--- config.mk ---
export PLATFORM = sky130hd
export DESIGN_NAME = credit_receiver
export DESIGN_NICKNAME = d
export VERILOG_FILES = /design/src/rtl/credit_receiver.sv
export SDC_FILE = /design/constraint.sdc
export NUM_CORES = 1
export LEC_CHECK = 0
export ABC_AREA = 1
export BUFFER_PORTS_ARGS = -buffer_cell sky130_fd_sc_hd__buf_2
export CAP_MARGIN = 40
export CORE_ASPECT_RATIO = 0.9
export CORE_MARGIN = 3
export CORE_UTILIZATION = 55
export CTS_CLUSTER_DIAMETER = 50
export DETAILED_ROUTE_END_ITERATION = 6
export GPL_ROUTABILITY_DRIVEN = 0
export PLACE_DENSITY = 0.76
export SLEW_MARGIN = 20
export SYNTH_ARGS = -nofsm -noshare
export SYNTH_HDL_FRONTEND = slang
export SYNTH_SLANG_ARGS = --single-unit
--- constraint.sdc ---
create_clock -name clock -period 2.2 [get_ports clock]
set_input_delay 0.44 -clock clock [delete_from_list [all_inputs] [get_ports clock]]
set_output_delay 0.44 -clock clock [all_outputs]
set_load 0.01 [all_outputs]
--- src/rtl/credit_receiver.sv ---
// credit_receiver: receive end of a credit-based link.
// Buffers words pushed by a credit-limited sender, presents them show-ahead on
// a ready/valid port, and returns one registered credit pulse per word drained.
// Optional macro CREDIT_RX_OVERFLOW_CHECK_EN adds a sticky overflow flag and
// drops an illegal push at full instead of corrupting the buffer.
module credit_receiver #(
    parameter int N_CREDITS  = 10,
    parameter int DATA_WIDTH = 32
) (
    input  logic                          clock,
    input  logic                          reset,
    input  logic                          i_valid,
    input  logic [DATA_WIDTH-1:0]         i_data,
    output logic                          o_valid,
    output logic [DATA_WIDTH-1:0]         o_data,
    input  logic                          i_ready,
    output logic                          o_credit_return,
    output logic [$clog2(N_CREDITS+1)-1:0] o_count,
    output logic                          o_overflow
);
    localparam int PW = $clog2(N_CREDITS);
    localparam int CW = $clog2(N_CREDITS+1);

    logic [DATA_WIDTH-1:0] mem [N_CREDITS];
    logic [PW-1:0]         wr_ptr, rd_ptr;
    logic [CW-1:0]         count;
    logic                  credit_q;
    logic                  push, pop;

    // Pop only when a word is actually presented; i_ready alone does nothing.
    assign pop = o_valid && i_ready;

`ifdef CREDIT_RX_OVERFLOW_CHECK_EN
    logic full;
    logic overflow_q;
    assign full = (count == CW'(N_CREDITS));
    // A push at full is only legal when the head leaves in the same cycle.
    assign push = i_valid && (!full || pop);
    assign o_overflow = overflow_q;

    // Sticky protocol-error flag; cleared only by reset.
    always_ff @(posedge clock or posedge reset) begin
        if (reset)
            overflow_q <= 1'b0;
        else if (i_valid && full && !pop)
            overflow_q <= 1'b1;
    end
`else
    // Credits guarantee space, so every strobe is written unconditionally.
    assign push = i_valid;
    assign o_overflow = 1'b0;
`endif

    // Storage array; contents need no reset since count gates visibility.
    always_ff @(posedge clock) begin
        if (push)
            mem[wr_ptr] <= i_data;
    end

    // Pointers wrap by explicit compare so depth need not be a power of two.
    always_ff @(posedge clock or posedge reset) begin
        if (reset) begin
            wr_ptr <= '0;
            rd_ptr <= '0;
        end else begin
            if (push)
                wr_ptr <= (wr_ptr == PW'(N_CREDITS-1)) ? '0 : wr_ptr + 1'b1;
            if (pop)
                rd_ptr <= (rd_ptr == PW'(N_CREDITS-1)) ? '0 : rd_ptr + 1'b1;
        end
    end

    // Occupancy: simultaneous push and pop leave it unchanged.
    always_ff @(posedge clock or posedge reset) begin
        if (reset)
            count <= '0;
        else begin
            case ({push, pop})
                2'b10:   count <= count + 1'b1;
                2'b01:   count <= count - 1'b1;
                default: count <= count;
            endcase
        end
    end

    // One credit pulse the cycle after each pop; back-to-back pops stay distinct.
    always_ff @(posedge clock or posedge reset) begin
        if (reset)
            credit_q <= 1'b0;
        else
            credit_q <= pop;
    end

    assign o_valid         = (count != '0);
    assign o_data          = mem[rd_ptr];
    assign o_count         = count;
    assign o_credit_return = credit_q;

endmodule

==> results.txt <==
The synthesized netlist net count came out at 1130. The checks that failed: hold timing, setup timing. For this run, asynchronously set or reset flops after synthesis account for 3.90%. After filler insertion, the fill cell instance count of the layout stands at between 1.5k and 2k.

The part of the cycle the worst path needs came out at 118%. The core outline area is around 24000 sq um. The overall die height came out at 156 microns. The most critical setup path has its startpoint at rd_ptr[0].

The number of nets in the finished design is approximately 1.3k. The worst path setup slack after routing came out at -0.399 ns. The initial cell density of the core is between 50% and 60%.

Entering global routing, the biggest net connects 61 pins. The arrival time at the worst endpoint came out at 2.16 ns. The overall track demand over capacity in global routing came out at between 20% and 30%. The placement-stage cell area came out at 14700 sq um. The sum of buffers and inverters on the critical path came out at 4.

The initial detailed-routing violation count came out at 867. STA classifies the critical path startpoint as a register. The number of cells produced by synthesis came out at 1091.

The maximum clock path buffer count is 3. In the synthesized netlist, the cells that appear most often are edfxtp_1, inv_1, nand2_1. The maximum vdd ir drop is 0.750 mV. Along the worst path, the maximum fanout reaches 12.

TritonCTS built the clock tree. The diode insertion count for antenna repair is 0. The count of standard-cell rows is 54. The latest clock arrival within the worst-skew pair came out at 0.50 ns. The upper clock frequency limit is 0.385 GHz.

The total wire length came out at 31200 microns. Across all hold checks on the routed design, the worst slack comes to -0.0108 ns. edfxtp_1 is the most common cell in the netlist. The worst setup skew after layout came out at a little under 0.02 ns.

The startpoint identified for the worst register-to-register timing path is o_count[0]. Clock tree synthesis inserted a total of 35 buffers. Before CTS, the worst setup slack after placement is 0.130 ns. The slew at the pin closest to its max-slew limit is 0.571 ns. The slowest stage of the critical path is the dfrtp_4 cell. The netlist area before placement came out at about 14000 sq um. The worst setup path is of the register to primary output kind. The number of global-route vias before repair is 8466. The register area share after synthesis came out at ~72%. The signal on the critical path passes through clkbuf_16 -> buf_6 -> buf_8 -> o211ai_1 -> nand3_1 -> nand3_1 -> nand2_1 -> buf_6. The biggest area contributor in the post-synthesis netlist is edfxtp_1.

The kind of capture point of the worst setup path is a primary output. The initial antenna violation count came out at 0. Setup repair after global routing could not meet its margin everywhere. The total of max-cap violations is 0. The critical path runs through a total of 8 cells.

The endpoint identified for the worst register-to-register timing path is o_count[2]. The post-route standard cell area excluding fillers came out at between 15000 and 20000 sq um. The routed layout has between 8k and 9k vias. The total instance count after detailed placement came out at 1481. The largest stage delay on the critical path came out at ~0.56 ns.

The clock transition at the registers of the reported paths is 0.06 ns. Dividing the synthesized area by the synthesized cell count gives around 13 sq um. The number of nets with antenna violations after routing is 0.

The share of final-layout standard cells stronger than drive strength 1 came out at 21.6%. The total half-perimeter wirelength after legalization and detailed placement is 16700 microns. 75 I/O pins were placed.

After synthesis, the cell types taking the most area are edfxtp_1, o211ai_1, inv_1. The root buffer cell is clkbuf_16. In the routed design, unresolved DRC markers number 0.

The yosys synthesis warning count is 0. The count of input and output buffers came out at 73. The number of enable flip-flop cells after synthesis came out at 320. In this run the worst setup path terminates at o_data[31].

The detailed-route wire length per cell is 19.8 microns. The final standard cell count with taps included and fillers excluded is 1573. The total negative slack came out at -8.47 ns. The standby leakage power is 6.42 nW. The detailed-routing iteration count for the pre-antenna-repair pass is 5. The minimum period implied by the final worst setup slack came out at approximately 2.6 ns. The count of different cell masters after synthesis is 25. The number of cell instances on the worst register-to-register path is 12.

The worst-case headroom to the max-slew limit is 61.9%. The number of pins exceeding their max-slew limit in the final report was 0. The number of synthesized register bits is 333. The floorplan die area is about 27000 sq um. Using the TritonRoute via totals, the vias-per-cell ratio works out to 5.61.

Across all register-to-register paths, the minimum setup slack is approximately 0.19 ns. Setup violations remaining at the end of the flow were counted as 32. The final count of hold timing violations came out at 12.

The flow ran to the end, but the final reports show violations. The path category of the worst min-delay check is input pin to async pin. The first global-routing pass estimated 46000 microns of wire. The number of clock sinks came out at 333. The most frequently used flop master after synthesis is edfxtp_1. The synthesis-to-finish area growth is 20.3%.

The critical path required time is 1.76 ns. The areal power density over the cells came out at 1360 nW/um^2. The clock tree synthesis step divided the H-tree into 2 levels. The sum of overflow across all layers after global routing came out at 0. The share of synthesized area in the top cell type comes to 69.6%.

The die span in x came out at roughly 170 microns. The cell class contributing the biggest share of worst-path delay is buffers and inverters.
-- sequential cells by signal (all words and copies together), names as in the netlist --
register         cells
wr_ptr               4
rd_ptr               4
mem                320
o_credit_return      1
o_count              4
-- worst register-to-register path, cell delays in order, from the launching register on --
cell and delay (ns):
dfrtp_1 0.43, nor2_1 0.12, nand3_1 0.08, nand2_1 0.18
inv_1 0.14, ha_2 0.22, nand2_1 0.08, inv_1 0.05
nor2_1 0.12, ha_1 0.16, a21oi_1 0.04, xor2_1 0.16
o21ai_0 0.14
-- per-stage QoR --
step / hold WS [ns] / power [mW] / utilization (%)
after floorplan: 0.317 / 13.1 / -
after global placement: 0.505 / 15.0 / 60.0
after global routing: 0.0204 / 23.8 / 68.0
after CTS: 0.00960 / 21.4 / 65.5
after detailed placement: 0.529 / 15.3 / 60.0
final: -0.0108 / 22.6 / 68.0
-- per-layer routing --
| layer | global-route usage, % | up-vias | wire, microns |
|---|---|---|---|
| met4 | 8.80 | 0 | 1140 |
| met1 | 28.8 | 4270 | 12600 |
| met2 | 36.8 | 373 | 15400 |
| met5 | 0 | - | 0 |
| li1 | - | 4097 | - |
| met3 | 3.54 | 87 | 2090 |
-- final cells by class --
type	instances	area, sq um	area share (%)
clock buffer	50	975	5.86
clock inverter	10	71.3	0.429
inverter	178	668	4.02
multi-input combinational	515	3020	18.2
sequential	333	9940	59.8
tap	336	420	2.53
timing repair buffer	151	1530	9.19
-- where the power goes --
group          switching [mW]  internal, mW  total (mW)
Combinational            5.38          3.80        9.18
Clock                    2.22          3.19        5.41
Sequential              0.285          7.77        8.05
Total                    7.89          14.8        22.6
-- worst min path at each step --
| stage | start | to | slack, ns | cells past startpoint |
|---|---|---|---|---|
| 2_1_floorplan | reset | o_count[0] | 0.32 | 1 |
| 3_3_place_gp | reset | o_count[3] | 0.50 | 2 |
| 3_5_place_dp | wr_ptr[0] | wr_ptr[0] | 0.53 | 1 |
| 4_1_cts | reset | wr_ptr[3] | 0.01 | 2 |
| 5_1_grt | reset | wr_ptr[3] | 0.02 | 2 |
| 6_report | reset | o_count[0] | -0.01 | 2 |
-- placed cells by master, fill, tap and decap left out, types with 22 or more instances in the layout --
master,instances
inv_1,177
buf_2,69
o21ai_0,24
nand3_1,92
o211ai_1,108
edfxtp_1,320
o21ai_1,22
clkbuf_16,49
buf_4,38
a21oi_2,24
nand2_1,154
-- timing repair --
item / 4_1_cts / 5_1_grt
endpoints found under the setup margin: 32 / 33
hold endpoints to repair: 0 / 0
buffers inserted: 8 / 7
gates resized for setup: 36 / 68
hold buffers: 0 / 0
gates cloned: 5 / 13
pin swaps: 34 / 57
-- cell families after synthesis --
group / share of synthesized area (%)
simple gates: 8.91
xor+xnor: 0.444
flops: 71.9
compound gates: 10.2
fa+ha+maj: 0.272
buf+inv: 8.21
other cells: 0.0271
Power figures use the tool's default switching activity.
